===== src/rtl/btn_conditioner_pkg.sv =====
`default_nettype none
// +----------------------------------------------------------------------------+
// | Module   : btn_conditioner_pkg                                             |
// | Brief    : Shared types for the button conditioner (per-button FSM states)  |
// | Revision : 1.0                                                             |
// +----------------------------------------------------------------------------+
package btn_conditioner_pkg;

  // Per-button press/repeat state. Encodings are fixed so that they match the
  // values the game controller team uses in their debug views.
  typedef enum logic [1:0] {
    ST_IDLE     = 2'd0,
    ST_WAIT_RPT = 2'd1,
    ST_REPEAT   = 2'd2
  } btn_state_e;

endpackage
`default_nettype wire


===== src/rtl/btn_conditioner_debounce.sv =====
`default_nettype none
// +----------------------------------------------------------------------------+
// | Module   : btn_conditioner_debounce                                        |
// | Brief    : One button: 2-FF synchroniser, debouncer, press/repeat FSM.     |
// |            Emits a combinational candidate that the top registers.         |
// | Revision : 1.0                                                             |
// +----------------------------------------------------------------------------+
module btn_conditioner_debounce
  import btn_conditioner_pkg::*;
#(
  parameter int unsigned DEB_CYCLES   = 20,
  parameter int unsigned REPEAT_DELAY = 500,
  parameter int unsigned REPEAT_RATE  = 100,
  parameter int unsigned CNT_W        = 16
) (
  input  logic clk_d,
  input  logic rst,
  input  logic btn_i,
  input  logic repeat_en_i,
  output logic held_o,
  output logic cand_o
);

  localparam logic [CNT_W-1:0] ONE      = CNT_W'(1);
  localparam logic [CNT_W-1:0] DEB_LAST = CNT_W'(DEB_CYCLES - 1);
  // Arming needs the synchroniser flushed (2 samples) plus a full debounce
  // window of released samples, so a button held through reset never arms.
  localparam logic [CNT_W-1:0] ARM_LAST = CNT_W'(DEB_CYCLES + 1);
  localparam logic [CNT_W-1:0] RPT_DLY  = CNT_W'(REPEAT_DELAY);
  localparam logic [CNT_W-1:0] RPT_RATE = CNT_W'(REPEAT_RATE);

  logic             sync1_q;
  logic             sync2_q;
  logic             held_q;
  logic             held_d;
  logic [CNT_W-1:0] deb_cnt_q;
  logic [CNT_W-1:0] deb_cnt_d;
  logic             arm_q;
  logic [CNT_W-1:0] arm_cnt_q;
  btn_state_e       state_q;
  logic [CNT_W-1:0] rpt_cnt_q;

  // Two-stage synchroniser for the asynchronous raw level.
  always_ff @(posedge clk_d or negedge rst) begin
    if (!rst) begin
      sync1_q <= 1'b0;
      sync2_q <= 1'b0;
    end else begin
      sync1_q <= btn_i;
      sync2_q <= sync1_q;
    end
  end

  // Debounce next-state: count consecutive disagreements, accept on the last one.
  always_comb begin
    held_d    = held_q;
    deb_cnt_d = '0;
    if (sync2_q != held_q) begin
      if (deb_cnt_q >= DEB_LAST) begin
        held_d    = sync2_q;
        deb_cnt_d = '0;
      end else begin
        deb_cnt_d = deb_cnt_q + ONE;
      end
    end
  end

  // Debounced level and its run counter.
  always_ff @(posedge clk_d or negedge rst) begin
    if (!rst) begin
      held_q    <= 1'b0;
      deb_cnt_q <= '0;
    end else begin
      held_q    <= held_d;
      deb_cnt_q <= deb_cnt_d;
    end
  end

  // Arm the button once it has been seen released long enough after reset.
  always_ff @(posedge clk_d or negedge rst) begin
    if (!rst) begin
      arm_q     <= 1'b0;
      arm_cnt_q <= '0;
    end else if (!arm_q) begin
      if (sync2_q) begin
        arm_cnt_q <= '0;
      end else if (arm_cnt_q >= ARM_LAST) begin
        arm_q <= 1'b1;
      end else begin
        arm_cnt_q <= arm_cnt_q + ONE;
      end
    end
  end

  // Press / auto-repeat FSM with its repeat interval counter.
  always_ff @(posedge clk_d or negedge rst) begin
    if (!rst) begin
      state_q   <= ST_IDLE;
      rpt_cnt_q <= '0;
    end else begin
      case (state_q)
        ST_IDLE: begin
          if (held_q && arm_q) begin
            state_q   <= ST_WAIT_RPT;
            rpt_cnt_q <= ONE;
          end
        end
        ST_WAIT_RPT: begin
          if (!held_q) begin
            state_q   <= ST_IDLE;
            rpt_cnt_q <= '0;
          end else if (!repeat_en_i) begin
            rpt_cnt_q <= '0;
          end else if (rpt_cnt_q >= RPT_DLY) begin
            state_q   <= ST_REPEAT;
            rpt_cnt_q <= ONE;
          end else begin
            rpt_cnt_q <= rpt_cnt_q + ONE;
          end
        end
        ST_REPEAT: begin
          if (!held_q) begin
            state_q   <= ST_IDLE;
            rpt_cnt_q <= '0;
          end else if (!repeat_en_i) begin
            rpt_cnt_q <= '0;
          end else if (rpt_cnt_q >= RPT_RATE) begin
            rpt_cnt_q <= ONE;
          end else begin
            rpt_cnt_q <= rpt_cnt_q + ONE;
          end
        end
        default: begin
          state_q   <= ST_IDLE;
          rpt_cnt_q <= '0;
        end
      endcase
    end
  end

  // Candidate decode; a release always wins over a due repeat.
  always_comb begin
    cand_o = 1'b0;
    case (state_q)
      ST_IDLE:     cand_o = held_q & arm_q;
      ST_WAIT_RPT: cand_o = held_q & repeat_en_i & (rpt_cnt_q >= RPT_DLY);
      ST_REPEAT:   cand_o = held_q & repeat_en_i & (rpt_cnt_q >= RPT_RATE);
      default:     cand_o = 1'b0;
    endcase
  end

  assign held_o = held_q;

endmodule
`default_nettype wire


===== src/rtl/btn_conditioner.sv =====
`default_nettype none
// +----------------------------------------------------------------------------+
// | Module   : btn_conditioner                                                 |
// | Brief    : Per-button conditioning plus lowest-index priority arbiter that |
// |            produces one-hot, one-cycle press flags for the controller.     |
// | Revision : 1.0                                                             |
// +----------------------------------------------------------------------------+
module btn_conditioner
  import btn_conditioner_pkg::*;
#(
  parameter int unsigned N_BTN        = 5,
  parameter int unsigned DEB_CYCLES   = 20,
  parameter int unsigned REPEAT_DELAY = 500,
  parameter int unsigned REPEAT_RATE  = 100,
  parameter int unsigned CNT_W        = 16
) (
  input  logic             clk_d,
  input  logic             rst,
  input  logic [N_BTN-1:0] btn_raw,
  input  logic             repeat_en,
  output logic [N_BTN-1:0] flag,
  output logic [N_BTN-1:0] held,
  output logic             multi_err
);

  logic [N_BTN-1:0] cand;
  logic [N_BTN-1:0] flag_d;
  logic             multi_err_d;
  logic [N_BTN-1:0] flag_q;
  logic             multi_err_q;

  // Isolate the lowest set bit (two's-complement trick).
  function automatic logic [N_BTN-1:0] lowest_set(input logic [N_BTN-1:0] v);
    return v & (~v + N_BTN'(1));
  endfunction

  // True when clearing the lowest set bit still leaves something set.
  function automatic logic more_than_one(input logic [N_BTN-1:0] v);
    return (v & (v - N_BTN'(1))) != '0;
  endfunction

  for (genvar i = 0; i < N_BTN; i++) begin : g_btn
    btn_conditioner_debounce #(
      .DEB_CYCLES   (DEB_CYCLES),
      .REPEAT_DELAY (REPEAT_DELAY),
      .REPEAT_RATE  (REPEAT_RATE),
      .CNT_W        (CNT_W)
    ) u_btn (
      .clk_d       (clk_d),
      .rst         (rst),
      .btn_i       (btn_raw[i]),
      .repeat_en_i (repeat_en),
      .held_o      (held[i]),
      .cand_o      (cand[i])
    );
  end

  // Arbitration: lowest index wins, losers are dropped.
  always_comb begin
    flag_d      = lowest_set(cand);
    multi_err_d = more_than_one(cand);
  end

  // Output registers; async reset drops the flags immediately.
  always_ff @(posedge clk_d or negedge rst) begin
    if (!rst) begin
      flag_q      <= '0;
      multi_err_q <= 1'b0;
    end else begin
      flag_q      <= flag_d;
      multi_err_q <= multi_err_d;
    end
  end

  assign flag      = flag_q;
  assign multi_err = multi_err_q;

endmodule
`default_nettype wire

===== config.mk =====
export PLATFORM = sky130hd
export DESIGN_NAME = btn_conditioner
export DESIGN_NICKNAME = d
export VERILOG_FILES = /design/src/rtl/btn_conditioner_pkg.sv /design/src/rtl/btn_conditioner_debounce.sv /design/src/rtl/btn_conditioner.sv
export SDC_FILE = /design/constraint.sdc
export NUM_CORES = 1
export LEC_CHECK = 0
export BUFFER_PORTS_ARGS = -buffer_cell sky130_fd_sc_hd__buf_2
export CAP_MARGIN = 40
export CORE_MARGIN = 1.5
export CORE_UTILIZATION = 30
export CTS_CLUSTER_DIAMETER = 30
export DETAILED_ROUTE_END_ITERATION = 12
export SKIP_LAST_GASP = 1
export SYNTH_ARGS = -nofsm -noshare
export SYNTH_HDL_FRONTEND = slang
export SYNTH_SLANG_ARGS = --single-unit

===== constraint.sdc =====
create_clock -name clk_d -period 4.8 [get_ports clk_d]
set_clock_uncertainty 0.05 [all_clocks]
set_input_delay 0.48 -clock clk_d [delete_from_list [all_inputs] [get_ports clk_d]]
set_output_delay 0.48 -clock clk_d [all_outputs]
set_load 0.01 [all_outputs]

# == Word level (Yosys, flattened, before mapping) ==
# Index checks and enable logic that the tools add are counted.
# totals
reg_bits,276
in_bits,8
out_inout_bits,11
word_cells,283
# classes
addsub,17
order_cmp,20
eq_ne,40
muxes,110
n_bitwise,28
reduce_logical,26
# op_table
op,n
16-bit 2-to-1 mux,55
16-bit by 1-bit adder with 16-bit output (second input constant),15
16-bit one-hot mux with 3 select lines,5
16-bit by 5-bit >= comparator with 1-bit output (second input constant),10
16-bit by 7-bit >= comparator with 1-bit output (second input constant),5
16-bit by 9-bit >= comparator with 1-bit output (second input constant),5
2-bit 2-to-1 mux,25
3-bit != test (second input constant),10
2-bit one-hot mux with 3 select lines,5
1-bit AND,20
2-bit by 1-bit != test with 1-bit output (second input constant),10
2-bit AND reduction,10
4-bit AND reduction,5
1-bit 2-to-1 mux,15
1-bit one-hot mux with 3 select lines,5
5-bit AND,2
2-bit by 1-bit == test with 1-bit output (second input constant),5
2-bit == test (second input constant),5
2-bit zero test,5
2-bit != test (second input constant),5
5-bit by 1-bit adder with 5-bit output (second input constant),1
1-bit logical AND,5
1-bit != test,5
1-bit inverter,5
3 further kinds,3

# == Logic depth before layout (Yosys ltp) ==
# Gate-level depths: netlist of run 1.
# logic_depth
word_depth,6
ltp_mapped,9
depth_no_buf,8

# == By module ==
# A second synthesis of run 1 with hierarchy kept.
# unflattened
hier_cells,1151
hier_area_um2,12713.4
# by_module_without_submodules
mod,instances,cells_per_inst,area_per_inst_um2,seq_area_each_um2
btn_conditioner_debounce at g_btn[0].u_btn ...,3,235,2552.4,1351.3
btn_conditioner_debounce at g_btn[3].u_btn,1,220,2453.6,1351.3
btn_conditioner_debounce at g_btn[4].u_btn,1,212,2386.0,1351.3
btn_conditioner,1,14,216.5,150.1

# == Least setup slack after synthesis of run 1 ==
# No wires, ideal clock.
# synth_timing
path_type,flip-flop to flip-flop
start,register g_btn[4].u_btn.arm_cnt_q[0]
end,register g_btn[4].u_btn.arm_cnt_q[12]
setup_time_ps,78
arrival_ps,1964
t_required_ps,4672
setup_slack_ps,2709
path_stages_with_launch,9
path_buffers,1
period_less_slack_ps,2091
path_cell_list,dfrtp_1 > ha_1 > nand2b_1 > a21oi_1 > o2111ai_1 > a21o_1 > buf_2 > or4_1 > a21oi_1
# synth_via
elab_chain_len,3
word_cells_on_any_way,6
classes_between,add/sub (1); order compare (1); eq/ne (1); mux (2); reduce/logical (1)
# synth_lines
element,line,rtl
"start, declared",btn_conditioner_debounce.sv:39,logic [CNT_W-1:0] arm_cnt_q;
"start signal, assigned",btn_conditioner_debounce.sv:90,arm_cnt_q <= arm_cnt_q + ONE;
16-bit by 1-bit adder with 16-bit output / 16-bit by 5-bit >= comparator with 1-bit output (equally long branches),"btn_conditioner_debounce.sv:90, btn_conditioner_debounce.sv:87",
16-bit 2-to-1 mux / 2-bit by 1-bit != test with 1-bit output (equally long branches),n/a,
16-bit 2-to-1 mux / 2-bit AND reduction (equally long branches),n/a,
# Parallel ways exist; a longest one is shown, timed or not. The select of a mux whose other input is x is not followed.
# A chain may end at the register's enable or synchronous reset.

# == Worst setup path in the final report of run 1 ==
# layout_timing
start,register g_btn[4].u_btn.arm_cnt_q[0]
end,register g_btn[4].u_btn.arm_cnt_q[6]
# Same word-level chain as after synthesis.

==> summary.md, run 1 <==
| Metric | Value |
|---|---|
| Outcome | finished with violations |
| Failing checks | hold timing |
| Final setup violating endpoints | 0 |
| Slew at the pin closest to its max-slew limit | 0.979 ns |
| Most frequent cell after synthesis | dfrtp_1 |
| Die height | ~210 um |
| Gpl congestion | 0.783 |
| Uppermost routed layer | met4 |
| Post-CTS resize count | 0 |
| Ant. Diodes | 0 |
| Worst r2r dst | g_btn[4].u_btn.arm_cnt_q[6]$_DFFE_PN0P_ |
| Power per cell area | about 500 nW/um2 |
| Hold WS | -0.0305 ns |
| GRT Util Overall | 11.4% |
| Top cell type's share of synthesized area | 56.4% |
| Worst stage delay on the critical path | 0.79 ns |
| Most frequent cells after synthesis | dfrtp_1, nor2_1, nand2_1, inv_1, a21oi_1 |
| Final Core Density | 38.5% |
| Ys Warns | 0 |
| Flip-flop and latch count after synthesis | ~280 |
| Fin crit share | 48.9% |
| Buf+Inv Stages, Crit Path | 0 |
| Async SR Flop Fraction | 100% |
| Worst hold path class | primary input to asynchronous set/reset pin |
| RR Startpoint | g_btn[4].u_btn.arm_cnt_q[0]$_DFFE_PN0P_ |
| Largest net degree at the start of global routing | 130 |
| Critical path's top delay family | compound AO/OA/AOI/OAI gates |
| Unique cell type count in the Yosys netlist | 65 |
| Vias post-DR | slightly below 9000 |
| DRC violations left | 0 |
| Dominant cells by area after synthesis | dfrtp_1, ha_1, nor2_1 |
| Hold buffer count at CTS | 5 |
| P&R area growth vs syn | 25.7% |
| Post-CTS setup buffer count | 0 |
| Synth area leader | dfrtp_1 |
| Leak pwr | approximately 6.9 nW |
| Detail Route Antenna Nets | 0 |
| Placement Cell Area | 13100 um2 |
| Num CTS Buffers | 60 |
| Boundary pin count | 19 |
| Drt wl/cell | 12.1 um |
| Ys flop type | dfrtp_1 |
| CP endpoint kind | register |
| WS Path Type | register to register |
| Clk Latency, worst-skew pair | approximately 0.56 ns |
| Number of synthesized flops with an enable pin | 0 |
| Core box area | between 40000 and 50000 um2 |
| Wl on met1 | 10.9 mm |
| Startpoint types | register |
| CP required | 5.24 ns |
| F_max | 0.426 GHz |
| Initial DRC count | 374 |
| Max Cap Violations | 0 |
| Post-DP HPWL | 14.5 mm |
| Die width | 205 um |
| Starting Density | 30.6% |
| DRT Pass-1 Iters | 5 |
| Mean Syn Cell Area | 10.5 um2 |
| R2R cell count | 7 |
| Post-Syn Instances | 1171 |
| RSZ-0062 raised after global routing | false |
| Nets | 1350 |
| Max Slew Vio Count | 0 |
| Rel. slew slack | 34.7% |
| DR WL met3 | 1.03 mm |
| CTS tree | built |
| Crit-path cells | ha_1, nand2b_1, a21oi_1, o2111ai_1, a2111oi_0, a41oi_1, nor2_1 |
| R2R Setup Slk | 2.45 ns |
| Crit path max fanout | 6 |
| Worst Path Arrival | around 2.8 ns |
| Gr ovfl total | 0 |
| CTS max path bufs | 3 |
| Die ar. | around 42000 um2 |
| Min Tclk post-route | 2.35 ns |
| Slowest CP cell | a2111oi_0 |
| Synth Cell Area | 12200 um2 |
| Vias in the first global route | 8790 |
| Layout cells sized above 1 | 11.0% |
| Clock-pin slew on the worst setup and hold paths | approximately 0.05 ns |
| WL final | between 20 and 25 mm |
| Total power | 0.00763 W |
| Port bufs | 18 |
| Clock sinks | 276 |
| Final-report hold violation count | 9 |
| Via/cell ratio | between 4 and 5 |
| Fin area | 15400 um2 |
| Root Buffer | clkbuf_16 |
| CTS H-tree lvls | 2 |
| Worst vdd ir | 231 uV |
| Sequential area share after synthesis | 56.4% |
| Filler instances | 3929 |
| Antenna violations before repair | 0 |
| First-pass GRT wire length | 40.5 mm |
| TNS Setup | 0 ns |
| WL met2 | 10.2 mm |
| Rows | between 70 and 80 |
worst max-delay path by stage:
stage	startpoint	end	slack (ns)	depth (start not counted)
floorplan	g_btn[4].u_btn.arm_cnt_q[0]$_DFFE_PN0P_	g_btn[4].u_btn.arm_cnt_q[12]$_DFFE_PN0P_	2.71	8
global placement	g_btn[4].u_btn.state_q[0]$_DFFE_PN0P_	g_btn[4].u_btn.rpt_cnt_q[12]$_DFFE_PN0N_	2.37	8
detailed placement	g_btn[4].u_btn.arm_cnt_q[0]$_DFFE_PN0P_	g_btn[4].u_btn.arm_cnt_q[6]$_DFFE_PN0P_	2.49	7
CTS	g_btn[4].u_btn.arm_cnt_q[0]$_DFFE_PN0P_	g_btn[4].u_btn.arm_cnt_q[6]$_DFFE_PN0P_	2.48	7
global route	g_btn[4].u_btn.arm_cnt_q[1]$_DFFE_PN0P_	g_btn[4].u_btn.arm_cnt_q[8]$_DFFE_PN0P_	2.16	8
finish	g_btn[4].u_btn.arm_cnt_q[0]$_DFFE_PN0P_	g_btn[4].u_btn.arm_cnt_q[6]$_DFFE_PN0P_	2.45	7
layer usage:
| layer | vias to the layer above | track usage, % |
|---|---|---|
| met3 | 50 | 2.75 |
| met4 | 0 | 3.88 |
| met2 | 136 | 18.3 |
| li1 | 4353 | - |
| met5 | - | 0 |
| met1 | 4187 | 15.0 |
layout make-up:
type / instances / area, um2 / share of cell area, %
Multi-Input combinational cell: 859 / 5180 / 33.7
Sequential cell: 276 / 6910 / 44.9
Tap cell: 525 / 657 / 4.27
Clock buffer: 64 / 1560 / 10.1
Inverter: 69 / 259 / 1.68
Timing Repair Buffer: 26 / 183 / 1.19
Clock inverter: 48 / 644 / 4.19
where the power goes:
group / total (W) / internal, W / switching (W)
clock network: 0.00438 / 0.00302 / 0.00137
registers: 0.00251 / 0.00243 / 0.0000872
logic: 0.000730 / 0.000251 / 0.000479
total: 0.00763 / 0.00570 / 0.00193
cells by family after synthesis:
group	count (synthesis)	share of synthesized area [%]
compound gates	212	11.5
buf+inv	90	2.94
simple gates	471	18.7
fa+ha+maj	51	5.19
mux	11	0.981
flops	276	56.4
other cells	1	0.0306
xor+xnor	59	4.22
through the flow:
| step | worst slack, ns | instances |
|---|---|---|
| after floorplan | 2.71 | 1225 |
| after global placement | 2.37 | 1749 |
| after detailed placement | 2.49 | 1750 |
| after CTS | 2.48 | 1867 |
| after global routing | 2.16 | 1867 |
| final | 2.45 | 1867 |
flip-flops by register name, summed over array words and instances, names as in the netlist:
name and cells:
g_btn.u_btn.state_q 10, g_btn.u_btn.sync2_q 5, g_btn.u_btn.rpt_cnt_q 80, g_btn.u_btn.held_o 5
g_btn.u_btn.arm_cnt_q 80, g_btn.u_btn.deb_cnt_q 80, g_btn.u_btn.sync1_q 5, g_btn.u_btn.arm_q 5
flag 5, multi_err 1
cell usage in the layout (no fill, tap or decap), types with 28 or more instances in the layout:
cell type,count
nand2_1,77
o21ai_0,41
nor3_1,35
nor2_1,166
xor2_1,31
xnor2_1,28
and3_1,34
nand4_1,29
dfrtp_1,276
nand3_1,38
ha_1,50
inv_1,69
clkbuf_16,61
a21oi_1,54
conb_1,55
No activity file was read; power rests on OpenSTA's default activity.
==> run 2: changes to the inputs <==
--- a/config.mk
+++ b/config.mk
@@ -5,6 +5,7 @@
 export SDC_FILE = /design/constraint.sdc
 export NUM_CORES = 1
 export LEC_CHECK = 0
+export ABC_AREA = 1
 export BUFFER_PORTS_ARGS = -buffer_cell sky130_fd_sc_hd__buf_2
 export CAP_MARGIN = 40
 export CORE_MARGIN = 1.5
==> constraint.sdc (replaced) <==
create_clock -name clk_d -period 2.1 [get_ports clk_d]
set_clock_uncertainty 0.05 [all_clocks]
set_input_delay 0.21 -clock clk_d [delete_from_list [all_inputs] [get_ports clk_d]]
set_output_delay 0.21 -clock clk_d [all_outputs]
set_load 0.01 [all_outputs]
==> run 2 against run 1 <==
Effect of this change: the run now ends clean; clock power rose by 110%; count of clock-buffer cells in the layout rose by 6; die area fell by 1.8%; power rose by 130%; via count fell by 5.9%; hold slack improved by 0.16 ns; combinational power rose to 3.3 times the previous value; final area fell by 1.7%; global-route usage fell by 0.99 points; first-iteration DRC count rose by 25%; register-to-register slack got worse by 2.2 ns; critical path type unchanged; largest cell class unchanged; largest power group unchanged.
==> summary.md, run 2 <==
| Metric | Value |
|---|---|
| Port bufs | 18 (unchanged) |
| Outcome | finished clean (was finished with violations) |
| Layout cells sized above 1 | 12.8% (was 11.0%) |
| Rows | 73 (unchanged) |
| Root Buffer | clkbuf_16 (unchanged) |
| Combinational Power Share | 13.8% (was 9.6%) |
| Startpoint types | register (unchanged) |
| Most frequent cells after synthesis | dfrtp_1, nor2_1, inv_1, nand2_1, nand3_1 (was dfrtp_1, nor2_1, nand2_1, inv_1, a21oi_1) |
| CP most frequent cell | o21ai_0 |
| Vias post-DR | 8211 (was 8726) |
| Starting Density | 30.3% (was 30.6%) |
| Worst stage delay on the critical path | 0.40 ns (was 0.79 ns) |
| Final setup violating endpoints | 0 (unchanged) |
| Ant. Diodes | 0 (unchanged) |
| Fin crit share | 88.8% (was 48.9%) |
| CP endpoint kind | register (unchanged) |
| CP required | 2.51 ns (was 5.24 ns) |
| Crit path max fanout | 17 (was 6) |
| Detail Route Antenna Nets | 0 (unchanged) |
| Slew at the pin closest to its max-slew limit | 0.593 ns (was 0.979 ns) |
| Power per cell area | 1160 nW/um2 (was 496 nW/um2) |
| Vias in the first global route | 8385 (was 8790) |
| First-pass GRT wire length | 36.7 mm (was 40.5 mm) |
| Synth area leader | dfrtp_1 (unchanged) |
| Async SR Flop Fraction | 100% (unchanged) |
| P&R area growth vs syn | 25.8% (was 25.7%) |
| Min Tclk post-route | 1.86 ns (was 2.35 ns) |
| Fin worst setup slack | 0.235 ns (was 2.45 ns) |
| Die width | 203 um (was 205 um) |
| DRC violations left | 0 (unchanged) |
| Ys flop type | dfrtp_1 (unchanged) |
| Core box area | 39600 um2 (was 40000 um2) |
| Switching power share of the total | 27.0% (was 25.3%) |
| WL final | 20.3 mm (was 22.5 mm) |
| Ys Warns | 0 (unchanged) |
| DRT Pass-1 Iters | 5 (unchanged) |
| Dominant cells by area after synthesis | dfrtp_1, nor2_1, inv_1 (was dfrtp_1, ha_1, nor2_1) |
| Buf+Inv Stages, Crit Path | 3 (was 0) |
| Unique cell type count in the Yosys netlist | 45 (was 65) |
| Post-DP HPWL | 13.7 mm (was 14.5 mm) |
| Number of synthesized flops with an enable pin | 0 (unchanged) |
| Gpl congestion | 0.788 (was 0.783) |
| Commonest non-fill, non-tap cells in the layout | dfrtp_1, nor2_1, inv_1, nand2_1, nand3_1 (was dfrtp_1, nor2_1, nand2_1, inv_1, clkbuf_16) |
| Num CTS Buffers | 59 (was 60) |
| Sequential area share after synthesis | 57.4% (was 56.4%) |
| Most frequent cell after synthesis | dfrtp_1 (unchanged) |
| Setup WS pre-CTS | 0.219 ns (was 2.49 ns) |
| Max Slew Vio Count | 0 (unchanged) |
| GRT Util Overall | 10.4% (was 11.4%) |
| TNS Setup | 0 ns (unchanged) |
| Nets | 1457 (was 1350) |
| Seq pwr share | 33.3% (was 33.0%) |
| Gr ovfl total | 0 (unchanged) |
| Worst vdd ir | 606 uV (was 231 uV) |
| Boundary pin count | 19 (unchanged) |
| Drt wl/cell | 10.3 um (was 12.1 um) |
| Die height | 203 um (was 205 um) |
| WS Path Type | register to register (unchanged) |
| Antenna violations before repair | 0 (unchanged) |
| Pint | 0.0128 W (was 0.00570 W) |
| Critical path's top delay family | compound AO/OA/AOI/OAI gates (unchanged) |
| Top cell type's share of synthesized area | 57.4% (was 56.4%) |
| F_max | 0.536 GHz (was 0.426 GHz) |
| Final Core Density | 38.2% (was 38.5%) |
| Crit-path cells | inv_1, ha_1, inv_1, o21ai_0, a21boi_0, o21ai_0, nand2_1, inv_4, nand3_1, o21ai_0 (was ha_1, nand2b_1, a21oi_1, o2111ai_1, a2111oi_0, a41oi_1, nor2_1) |
| Die ar. | 41300 um2 (was 42000 um2) |
| Max Cap Violations | 0 (unchanged) |
| Clock-pin slew on the worst setup and hold paths | 0.05 ns (about the same) |
| CTS max path bufs | 3 (unchanged) |
| Post-Syn Instances | 1265 (was 1171) |
| Flip-flop and latch count after synthesis | 276 (unchanged) |
| Leak pwr | 7.08 nW (was 6.93 nW) |
| Synth Cell Area | 12000 um2 (was 12200 um2) |
| Mean Syn Cell Area | 9.51 um2 (was 10.5 um2) |
| Largest registers | g_btn.u_btn.arm_cnt_q: 80 flops, g_btn.u_btn.deb_cnt_q: 80 flops, g_btn.u_btn.rpt_cnt_q: 80 flops (unchanged) |
| Clk Latency, worst-skew pair | 0.56 ns (about the same) |
| Worst Path Arrival | 2.27 ns (was 2.78 ns) |
| Via/cell ratio | 4.17 (was 4.67) |
| Most common cell after layout, fill and taps aside | dfrtp_1 (unchanged) |
| Clock sinks | 276 (unchanged) |
| Sw power | 0.00473 W (was 0.00193 W) |
| Final-report hold violation count | 0 (was 9) |
| Initial DRC count | 467 (was 374) |
| RSZ-0062 raised after global routing | true (was false) |
| Worst hold path class | primary input to asynchronous set/reset pin (unchanged) |
| CTS H-tree lvls | 2 (unchanged) |
| Clock share of power | 52.9% (was 57.5%) |
| Rel. slew slack | 60.5% (was 34.7%) |
| CTS tree | built (unchanged) |
| Largest net degree at the start of global routing | 58 (was 130) |
| Slowest CP cell | dfrtp_1 (was a2111oi_0) |
[run 2: cells by family after synthesis]
| family | synth area share, % |
|---|---|
| and+or+nand+nor | 19.6 |
| DFF | 57.4 |
| buffers and inverters | 7.88 |
| AOI/OAI and AO/OA | 6.49 |
| adders and majority gates | 5.20 |
| xor gates and xnor gates | 3.35 |
| other | 0.0312 |
[run 2: repair_timing]
action                     CTS  global route
resized for setup            0             3
hold endpoints to repair   280             0
buffers inserted             0             0
hold buffers                 6             0
setup endpoints to repair    0             7
[run 2: power groups by stage]
stage / Clock (W) / Combinational (W) / Sequential [W]
2_1_floorplan: 0 / 0.00173 / 0.00588
3_3_place_gp: 0 / 0.00241 / 0.00589
3_5_place_dp: 0 / 0.00243 / 0.00591
4_1_cts: 0.00948 / 0.00246 / 0.00583
5_1_grt: 0.00978 / 0.00282 / 0.00586
6_report: 0.00927 / 0.00242 / 0.00583
[run 2: worst paths after layout]
kind                                                         start                                  endpoint  slack [ns]  depth (start not counted)
max                        g_btn[2].u_btn.arm_cnt_q[0]$_DFFE_PN0P_   g_btn[2].u_btn.arm_cnt_q[0]$_DFFE_PN0P_        0.24                         10
min                                                            rst  g_btn[3].u_btn.arm_cnt_q[10]$_DFFE_PN0P_        0.13                          2
max reg2reg                g_btn[2].u_btn.arm_cnt_q[0]$_DFFE_PN0P_   g_btn[2].u_btn.arm_cnt_q[0]$_DFFE_PN0P_        0.24                         10
min reg2reg                       g_btn[3].u_btn.sync1_q$_DFF_PN0_          g_btn[3].u_btn.sync2_q$_DFF_PN0_        0.29                          0
max in group asynchronous                                      rst   g_btn[1].u_btn.rpt_cnt_q[2]$_DFFE_PN0N_        1.21                          3
min in group clk_d                                       repeat_en   g_btn[2].u_btn.rpt_cnt_q[0]$_DFFE_PN0N_        0.18                          5
[run 2: stage by stage]
step	cells	area [um2]	power (W)	hold WS [ns]
2_1_floorplan	1319	12200	0.00761	-0.136
3_3_place_gp	1857	13000	0.00830	0.131
3_5_place_dp	1857	13000	0.00834	0.134
4_1_cts	1971	15100	0.0178	0.141
5_1_grt	1971	15100	0.0185	0.164
6_report	1971	15100	0.0175	0.132
[run 2: final cells by class]
type / count / area (um2)
clock buffers: 70 / 1590
clock inverters: 38 / 462
fillers: 3926 / 24500
inverters: 217 / 823
multi-input cells: 807 / 4370
flip-flops and latches: 276 / 6910
well taps: 525 / 657
repair buffers: 38 / 315
[run 2: routing by layer]
| metal | vias up | wire (um) | part of all wire [%] | global-route usage [%] |
|---|---|---|---|---|
| met5 | - | 0 | 0 | 0 |
| met4 | 0 | 502 | 2.5 | 4.13 |
| met3 | 46 | 605 | 3.0 | 2.11 |
| met2 | 91 | 9630 | 47 | 17.7 |
| met1 | 3873 | 9590 | 47 | 12.9 |
| li1 | 4201 | - | - | - |
[run 2: worst reg2reg max path, delay by kind of cell, from the launching register on]
kind                       cells  cell delay [ns]
AOI/OAI and AO/OA              4             0.53
DFF                            1             0.40
buffers and inverters          3             0.34
and+or+nand+nor                2             0.30
adders and majority gates      1             0.16
==> run 3: changes to the inputs <==
--- a/config.mk
+++ b/config.mk
@@ -12,6 +12,7 @@
 export CORE_UTILIZATION = 30
 export CTS_CLUSTER_DIAMETER = 30
 export DETAILED_ROUTE_END_ITERATION = 12
+export GPL_TIMING_DRIVEN = 0
 export SKIP_LAST_GASP = 1
 export SYNTH_ARGS = -nofsm -noshare
 export SYNTH_HDL_FRONTEND = slang
==> constraint.sdc (replaced) <==
create_clock -name clk_d -period 2.3 [get_ports clk_d]
set_clock_uncertainty 0.05 [all_clocks]
set_input_delay 0.46 -clock clk_d [delete_from_list [all_inputs] [get_ports clk_d]]
set_output_delay 0.46 -clock clk_d [all_outputs]
set_load 0.01 [all_outputs]
==> run 3 against run 2 <==
Effect of this change: critical endpoint is now g_btn[1].u_btn.arm_cnt_q[14]$_DFFE_PN0P_; sequential share of layout area up 0.50 points; core utilization down 0.42 points; highest routed layer unchanged; critical path type unchanged; first-iteration DRC count down 4.5%; power down 12%; final area down 1.1%; sequential cell count unchanged; clock power down 15%; count of clock-buffer cells in the layout up 1; cell count down 0.25%; largest power group unchanged; fmax down 3.1%; hold slack better by 0.16 ns.
==> summary.md, run 3 (synthesis gave the netlist of run 2 again) <==
| Metric | Value |
|---|---|
| Detail Route Antenna Nets | 0 (unchanged) |
| Max Cap Violations | 0 (unchanged) |
| F_max | 0.519 GHz (was 0.536 GHz) |
| Fin area | 15000 um2 (was 15100 um2) |
| Root Buffer | clkbuf_16 (unchanged) |
| Vias post-DR | 8174 (was 8211) |
| DRC violations left | 0 (unchanged) |
| Starting Density | 30.3% (unchanged) |
| Worst stage delay on the critical path | 0.40 ns (about the same) |
| Port bufs | 17 (was 18) |
| Commonest non-fill, non-tap cells in the layout | dfrtp_1, nor2_1, inv_1, nand2_1, nand3_1 (unchanged) |
| Max Slew Vio Count | 0 (unchanged) |
| WL final | 20.2 mm (was 20.3 mm) |
| First-pass GRT wire length | 36.3 mm (was 36.7 mm) |
| Gpl congestion | 0.795 (was 0.788) |
| Crit path max fanout | 10 (was 17) |
| Via/cell ratio | 4.16 (was 4.17) |
| RSZ-0062 raised after global routing | false (was true) |
| R2R cell count | 10 (unchanged) |
| P&R area growth vs syn | 24.4% (was 25.8%) |
| Layout cells sized above 1 | 11.8% (was 12.8%) |
| Core box area | 39600 um2 (unchanged) |
| CP required | 2.68 ns (was 2.51 ns) |
| Die height | 203 um (unchanged) |
| Fin crit share | 83.7% (was 88.8%) |
| Leak pwr | 7.01 nW (was 7.08 nW) |
| CTS max path bufs | 3 (unchanged) |
| Min Tclk post-route | 1.93 ns (was 1.86 ns) |
| Final-report hold violation count | 0 (unchanged) |
| Hold Path Depth | 0 |
| CP endpoint kind | register (unchanged) |
| Gr ovfl total | 0 (unchanged) |
| DRT Pass-1 Iters | 5 (unchanged) |
| Ant. Diodes | 0 (unchanged) |
| Num CTS Buffers | 54 (was 59) |
| Slowest CP cell | dfrtp_1 (unchanged) |
| Total power | 0.0154 W (was 0.0175 W) |
| WS Path Type | register to register (unchanged) |
| Initial DRC count | 446 (was 467) |
| Worst hold path class | register to register (was primary input to asynchronous set/reset pin) |
| Slew at the pin closest to its max-slew limit | 0.581 ns (was 0.593 ns) |
| Boundary pin count | 19 (unchanged) |
| Placement Cell Area | 13000 um2 (about the same) |
| Rel. slew slack | 61.3% (was 60.5%) |
| Min-Delay Startpoint | g_btn[2].u_btn.sync1_q$_DFF_PN0_ |
| Worst vdd ir | 588 uV (was 606 uV) |
| Antenna violations before repair | 0 (unchanged) |
| Die width | 203 um (unchanged) |
| RR Startpoint | g_btn[1].u_btn.arm_cnt_q[0]$_DFFE_PN0P_ (was g_btn[2].u_btn.arm_cnt_q[0]$_DFFE_PN0P_) |
| Clock-pin slew on the worst setup and hold paths | 0.04 ns (was 0.05 ns) |
| Post-CTS setup buffer count | 0 (unchanged) |
| Clock sinks | 276 (unchanged) |
| Filler instances | 3908 (was 3926) |
| GRT Util Overall | 10.3% (was 10.4%) |
| Nets | 1458 (was 1457) |
| CTS tree | built (unchanged) |
| Largest net degree at the start of global routing | 120 (was 58) |
| Min-Delay Endpoint | g_btn[2].u_btn.sync2_q$_DFF_PN0_ |
| Largest registers | g_btn.u_btn.arm_cnt_q: 80 flops, g_btn.u_btn.deb_cnt_q: 80 flops, g_btn.u_btn.rpt_cnt_q: 80 flops (unchanged) |
| Startpoint types | register (unchanged) |
| Outcome | finished clean (unchanged) |
| Vias in the first global route | 8178 (was 8385) |
| R2R Setup Slk | 0.37 ns (was 0.24 ns) |
| Post-DP HPWL | 13.6 mm (was 13.7 mm) |
| Most common cell after layout, fill and taps aside | dfrtp_1 (unchanged) |
| Die ar. | 41300 um2 (unchanged) |
| Crit-path cells | inv_1, ha_1, inv_1, o211ai_1, nand3_1, o21ai_0, nand2_1, inv_2, buf_4, nor2_1 (was inv_1, ha_1, inv_1, o21ai_0, a21boi_0, o21ai_0, nand2_1, inv_4, nand3_1, o21ai_0) |
| Final setup violating endpoints | 0 (unchanged) |
| CTS H-tree lvls | 2 (unchanged) |
| Worst r2r dst | g_btn[1].u_btn.arm_cnt_q[14]$_DFFE_PN0P_ (was g_btn[2].u_btn.arm_cnt_q[0]$_DFFE_PN0P_) |
| Power per cell area | 1030 nW/um2 (was 1160 nW/um2) |
| Worst Path Arrival | 2.31 ns (was 2.27 ns) |
| Hold WS | 0.297 ns (was 0.132 ns) |
| Rows | 73 (unchanged) |
| Clk Latency, worst-skew pair | 0.56 ns (about the same) |
| Drt wl/cell | 10.3 um (about the same) |
| CP most frequent cell | inv_1 (was o21ai_0) |
[run 3: cell types whose count changed in the layout (fill, tap and decap cells not counted), moves of 4 or more]
| cell | before | now |
|---|---|---|
| inv_6 | 9 | 4 |
| clkinvlp_4 | 10 | 5 |
| clkinv_2 | 8 | 4 |
| buf_12 | 4 | 0 |
| clkbuf_16 | 59 | 55 |
| clkbuf_1 | 4 | 12 |
[run 3: worst max-delay path by stage]
| stage | startpoint | slack, ns | end |
|---|---|---|---|
| detailed placement | rst | 0.39 | g_btn[0].u_btn.arm_cnt_q[14]$_DFFE_PN0P_ |
| global placement | rst | -4.28 | g_btn[1].u_btn.deb_cnt_q[2]$_DFF_PN0_ |
| floorplan | g_btn[4].u_btn.arm_cnt_q[0]$_DFFE_PN0P_ | 0.70 | g_btn[4].u_btn.arm_cnt_q[10]$_DFFE_PN0P_ |
| finish | g_btn[1].u_btn.arm_cnt_q[0]$_DFFE_PN0P_ | 0.37 | g_btn[1].u_btn.arm_cnt_q[14]$_DFFE_PN0P_ |
| CTS | g_btn[1].u_btn.arm_cnt_q[0]$_DFFE_PN0P_ | 0.35 | g_btn[1].u_btn.arm_cnt_q[14]$_DFFE_PN0P_ |
| global route | g_btn[1].u_btn.arm_cnt_q[0]$_DFFE_PN0P_ | 0.14 | g_btn[1].u_btn.arm_cnt_q[15]$_DFFE_PN0P_ |
[run 3: final cells by class]
type,count,area [um2],share of cell area [%]
buffer,19,133,0.887
clock buffer,71,1500,10.0
clock inverter,26,369,2.47
inverter,217,815,5.44
multi-input combinational,807,4370,29.2
sequential,276,6910,46.2
tap,525,657,4.39
timing repair buffer,25,210,1.41
[run 3: per-layer routing]
layer  wire (um)  part of all wire [%]  global-route usage (%)  vias up
met5           0                     0                       0        -
met4         529                   2.6                    4.10        0
met3         782                   3.9                    2.29       41
met2        9620                    48                    17.5      103
met1        9270                    46                    12.7     3836
li1            -                     -                       -     4194
[run 3: worst max-delay path: cells and delay by family, from the launching register on]
family          cells  cell delay (ns)
fa+ha+maj           1             0.17
simple gates        3             0.34
flops               1             0.40
compound gates      2             0.35
buf+inv             4             0.52
[run 3: through the flow]
step           TNS [ns]  std cells  setup slack [ns]  util (%)
4_1_cts               0       1966             0.351      37.7
2_1_floorplan         0       1319             0.697         -
3_3_place_gp   -1173.99       1861             -4.28      32.7
5_1_grt               0       1966             0.141      37.7
6_report              0       1966             0.375      37.7
3_5_place_dp          0       1863             0.387      32.9
[run 3: power by group]
part	internal, W	leakage [nW]	switching (W)	total, W
sequential	0.00514	3.66	0.000190	0.00533
clock	0.00536	0.898	0.00252	0.00788
combinational	0.000698	2.45	0.00149	0.00219
[run 3: repair_timing]
| item | CTS | global route |
|---|---|---|
| setup endpoints to repair | 0 | 0 |
| resized for setup | 0 | 0 |
| endpoints found under the hold margin | 63 | 0 |
| hold buffers | 6 | 0 |
